==> src/rtl/mod_n_wrap_stage.sv <==
// ---------------------------------------------------------------------------
// mod_n_wrap_stage
//
// Downstream digit of a two-digit counter. It samples the count of an
// upstream mod-N counter every clock and detects each wrap (N-1 -> 0).
// It counts those wraps modulo M. A wrap raises a one-cycle wrap pulse.
// When this stage's own digit rolls over, a one-cycle carry is raised too.
//
// Optional feature macro: MOD_N_WRAP_CHECK_EN
//   When defined, a sticky err flag is set when an upstream sample is out
//   of range or is not a legal successor of the previous sample.
//   When undefined, err is tied to 0 and no check logic exists.
//
// Ports:
//   clk        in   1   rising-edge clock, shared with the upstream counter
//   clr        in   1   asynchronous active-high reset
//   en         in   1   sample enable; 0 holds all state
//   q_in       in   CW  upstream count value
//   wrap_cnt   out  MW  number of wraps seen, modulo M
//   wrap_pulse out  1   one-cycle pulse per detected wrap
//   carry      out  1   one-cycle pulse when wrap_cnt rolls M-1 -> 0
//   err        out  1   sticky illegal-sequence flag (0 without the macro)
// ---------------------------------------------------------------------------
module mod_n_wrap_stage #(
   parameter int N  = 3,
   parameter int CW = 2,
   parameter int M  = 4,
   parameter int MW = 2
) (
   input  logic          clk,
   input  logic          clr,
   input  logic          en,
   input  logic [CW-1:0] q_in,
   output logic [MW-1:0] wrap_cnt,
   output logic          wrap_pulse,
   output logic          carry,
   output logic          err
);

   typedef enum logic {INIT, TRACK} state_t;

   localparam logic [CW-1:0] Q_LAST   = CW'(N - 1);
   localparam logic [MW-1:0] CNT_LAST = MW'(M - 1);

   state_t        state;
   logic [CW-1:0] prev_q;
   logic          is_wrap;

   // A wrap is the upstream count going from its last legal value to 0.
   // An upstream clear from N-1 looks identical and is counted as a wrap.
   assign is_wrap = (prev_q == Q_LAST) && (q_in == '0);

   // NOTE: all state here uses non-blocking assignments so every register
   // samples the pre-edge values of the others, matching real flops.
   always_ff @(posedge clk or posedge clr) begin
      if (clr) begin
         state      <= INIT;
         prev_q     <= '0;
         wrap_cnt   <= '0;
         wrap_pulse <= 1'b0;
         carry      <= 1'b0;
      end else begin
         // Pulses default low so each lasts exactly one cycle.
         wrap_pulse <= 1'b0;
         carry      <= 1'b0;
         if (en) begin
            prev_q <= q_in;
            case (state)
               // First sample after reset only arms prev_q.
               INIT: state <= TRACK;
               TRACK: begin
                  if (is_wrap) begin
                     wrap_pulse <= 1'b1;
                     if (wrap_cnt == CNT_LAST) begin
                        wrap_cnt <= '0;
                        carry    <= 1'b1;
                     end else begin
                        wrap_cnt <= wrap_cnt + MW'(1);
                     end
                  end
               end
               default: state <= INIT;
            endcase
         end
      end
   end

`ifdef MOD_N_WRAP_CHECK_EN
   logic out_of_range;
   logic legal_step;
   logic seq_bad;

   // NOTE: every signal written here gets a value on every path, so no
   // latch is inferred.
   always_comb begin
      // Zero-extend by one bit so N == 2**CW still compares correctly.
      out_of_range = ({1'b0, q_in} >= (CW + 1)'(N));
      legal_step   = (q_in == prev_q) || (q_in == '0) ||
                     ((prev_q < Q_LAST) && (q_in == prev_q + CW'(1)));
      seq_bad      = out_of_range || !legal_step;
   end

   // Sticky until clr; illegal samples are still captured into prev_q.
   always_ff @(posedge clk or posedge clr) begin
      if (clr) begin
         err <= 1'b0;
      end else if (en && (state == TRACK) && seq_bad) begin
         err <= 1'b1;
      end
   end
`else
   assign err = 1'b0;
`endif

endmodule

==> config.mk <==
export PLATFORM = sky130hd
export DESIGN_NAME = mod_n_wrap_stage
export DESIGN_NICKNAME = d
export VERILOG_FILES = /design/src/rtl/mod_n_wrap_stage.sv
export SDC_FILE = /design/constraint.sdc
export NUM_CORES = 1
export LEC_CHECK = 0
export BUFFER_PORTS_ARGS = -buffer_cell sky130_fd_sc_hd__buf_2
export CORE_AREA = 2 2 39 41
export DETAILED_ROUTE_END_ITERATION = 10
export DIE_AREA = 0 0 41 43
export SYNTH_ARGS = -nofsm -noshare
export SYNTH_HDL_FRONTEND = slang
export SYNTH_SLANG_ARGS = --single-unit
==> constraint.sdc <==
create_clock -name clk -period 1.38 [get_ports clk]
set_input_delay 0.207 -clock clk [delete_from_list [all_inputs] [get_ports clk]]
set_output_delay 0.207 -clock clk [all_outputs]
set_load 0.01 [all_outputs]
==> results by group <==
Setup path
  • CP cell instances: nand4b_2 -> nor3_4 -> mux2_2
  • Required @ worst endpoint: 1.52 ns
  • CP Launch Type: flop
  • WP depth: 3
  • RR Endpoint: wrap_cnt[1]
  • Slowest cell delay on critical path: roughly 0.36 ns
  • Reg2Reg Depth: 3
  • WP buf/inv: 0
  • Worst reg-to-reg setup slack: 0.23 ns
  • CP top delay family: multiplexers
  • Setup crit end kind: flop
  • Critical Path AT: 1.29 ns
  • CP startpoint: prev_q[1]
  • Crit path max-delay cell type: mux2_2
  • Worst Setup EP: wrap_cnt[1]
  • Crit-path max FO: 4
  • WS Path Type: reg2reg
  • Origin of the critical flop-to-flop path: prev_q[1]

GRT
  • GRT Total Usage: 7.18%
  • Initial antenna violation count: 0
  • Largest net degree at the start of global routing: 8
  • Vias in the first global route: 167
  • GR Overflow Total: 0
  • Global-route wire length before repair: 703 microns

Final layout
  • Nets: 39
  • Layout cells sized above 1: 59.4%
  • Fin util: 27.8%
  • Synth-to-Final Area Change: 30.0%
  • Number of diodes: 0

Clock network
  • Clock Sinks: 7
  • Worst-Skew Late Latency: 0.25 ns
  • Post_cts resized: 0
  • Total CTS buffers: 3
  • Htree depth: 1
  • CTS tree: yes
  • Clock Path Buffers: 2
  • Clock slew at reported path FFs: 0.05 ns
  • Clock Tree Root: clkbuf_4

Pwr
  • Pwr Density: between 1500 and 2000 mW/mm^2
  • Final Power: 0.591 mW
  • Leakage power: 0.188 nW
  • Max VDD drop: 0.694 mV

Routing
  • DR WL/cell: 9.60 microns
  • Antenna-violating nets left: 0
  • Initial drt markers: 3
  • DR vias: 178
  • Post-Route WL: 461 microns
  • Via density per instance: 3.71
  • DRC errors left: 0
  • DRT Pass-1 Iters: 2

Timing
  • Setup TNS: 0 ns
  • Unrepaired setup endpoints after global routing: no
  • Layout Skew: 0.000220 ns
  • Timing-limited maximum frequency: 0.868 GHz
  • Period utilization: 83.5%
  • Slew Limit Fails: 0
  • Final setup vio count: 0
  • Fin. Hold Viols: 0
  • Fin crit period: 1.15 ns
  • Final hold slack: ~0.17 ns

Placed design
  • RD Place Congestion: 0.652
  • Port bufs: 8

Synth
  • Syn Inst Count: 20
  • Yosys warnings: 0
  • Post-synth net total: 26
  • Synth unique cells: 11
  • Syn_area_per_cell: 14.8 sq um
  • Seq cells post-synth: 7
  • Synth Cell Area: about 300 sq um
  • Seq/Total Area, Yosys: 59.1%

Run status
  • Status: completed

Flow run
  • Max Cap Violations: 0

Floorplan
  • Initial Util: between 20% and 30%
  • Rows: 14
  • Die Area: 0.00176 sq mm
  • Die width: 41 microns
  • Boundary Pins: 10
  • Die Ht: 43 microns
  • Core Box Area: 0.00138 sq mm

Hold path
  • Hold WC Path Type: in2reg
-- where the power goes --
group	internal (mW)	switching [mW]
combinational	0.0695	0.0605
sequential	0.242	0.0314
clock	0.110	0.0768
-- through the flow --
stage                     cells  worst slack [ns]  instance area [sq um]
after floorplan              20             0.289                    297
after global placement       43             0.190                    349
after detailed placement     43             0.182                    349
after CTS                    48             0.220                    385
after global routing         48             0.154                    385
final                        48             0.228                    385
-- synthesized netlist by cell type --
cell type	count	area (sq um)
and2_2	1	7.51
mux2_2	4	45.0
ha_1	1	12.5
conb_1	1	3.75
nor3_4	1	16.3
or2_2	1	6.26
nand4b_2	1	15.0
dfrtp_1	7	175
nor2_1	1	3.75
inv_1	1	3.75
buf_4	1	7.51
-- how the worst min path moves through the flow --
| stage | slack (ns) | endpoint | cells past startpoint | from |
|---|---|---|---|---|
| after floorplan | 0.01 | carry | 1 | clr |
| after global placement | 0.15 | prev_q[1] | 2 | clr |
| after detailed placement | 0.15 | state | 2 | clr |
| after CTS | 0.16 | wrap_pulse | 2 | q_in[0] |
| after global routing | 0.16 | wrap_pulse | 2 | q_in[0] |
| final | 0.17 | wrap_pulse | 2 | q_in[0] |
-- worst reg2reg max path, cell delays in order, from the launching register on --
cell,delay [ns]
dfrtp_1,0.35
nand4b_2,0.13
nor3_4,0.19
mux2_2,0.36
-- cells by family (layout without fill, tap and decap cells) --
logic type               after synthesis  after routing  synth area share (%)
multiplexers                           4              4                  15.2
adder cells (fa/ha/maj)                1              1                  4.22
AND/OR/NAND/NOR                        5              5                  16.5
buffers and inverters                  2             14                  3.80
flip-flops                             7              7                  59.1
other                                  1              1                  1.26
-- flip-flops by register name, summed over array words and instances (netlist names) --
register,flops
wrap_cnt,2
state,1
prev_q,2
wrap_pulse,1
carry,1
-- layer usage --
layer | up-vias | wire length (microns) | global-route usage [%]
met3 | 0 | 68 | 9.42
met1 | 77 | 231 | 7.89
li1 | 90 | - | -
met4 | 0 | 0 | 4.00
met2 | 11 | 160 | 7.19
met5 | - | 0 | 0
-- layout make-up --
cell class | count | area [sq um]
Fill cell | 142 | 998
Sequential cell | 7 | 175
Multi-Input combinational cell | 11 | 110
Timing Repair Buffer | 9 | 50.0
Clock buffer | 4 | 26.3
Tap cell | 16 | 20.0
Inverter | 1 | 3.75
-- placed cells by master (no fill, tap or decap) --
cell,instances
clkbuf_1,1
nand4b_2,1
ha_1,1
mux2_2,4
inv_1,1
conb_1,1
dlygate4sd3_1,1
and2_2,1
buf_2,8
dfrtp_1,7
nor2_1,1
nor3_4,1
or2_2,1
clkbuf_4,3
-- repair_timing --
item / in CTS / in global routing
endpoints found under the setup margin: 0 / 0
buffers inserted: 0 / 0
hold buffers: 1 / 0
endpoints found under the hold margin: 7 / 0
No activity file was read; power rests on OpenSTA's default activity.
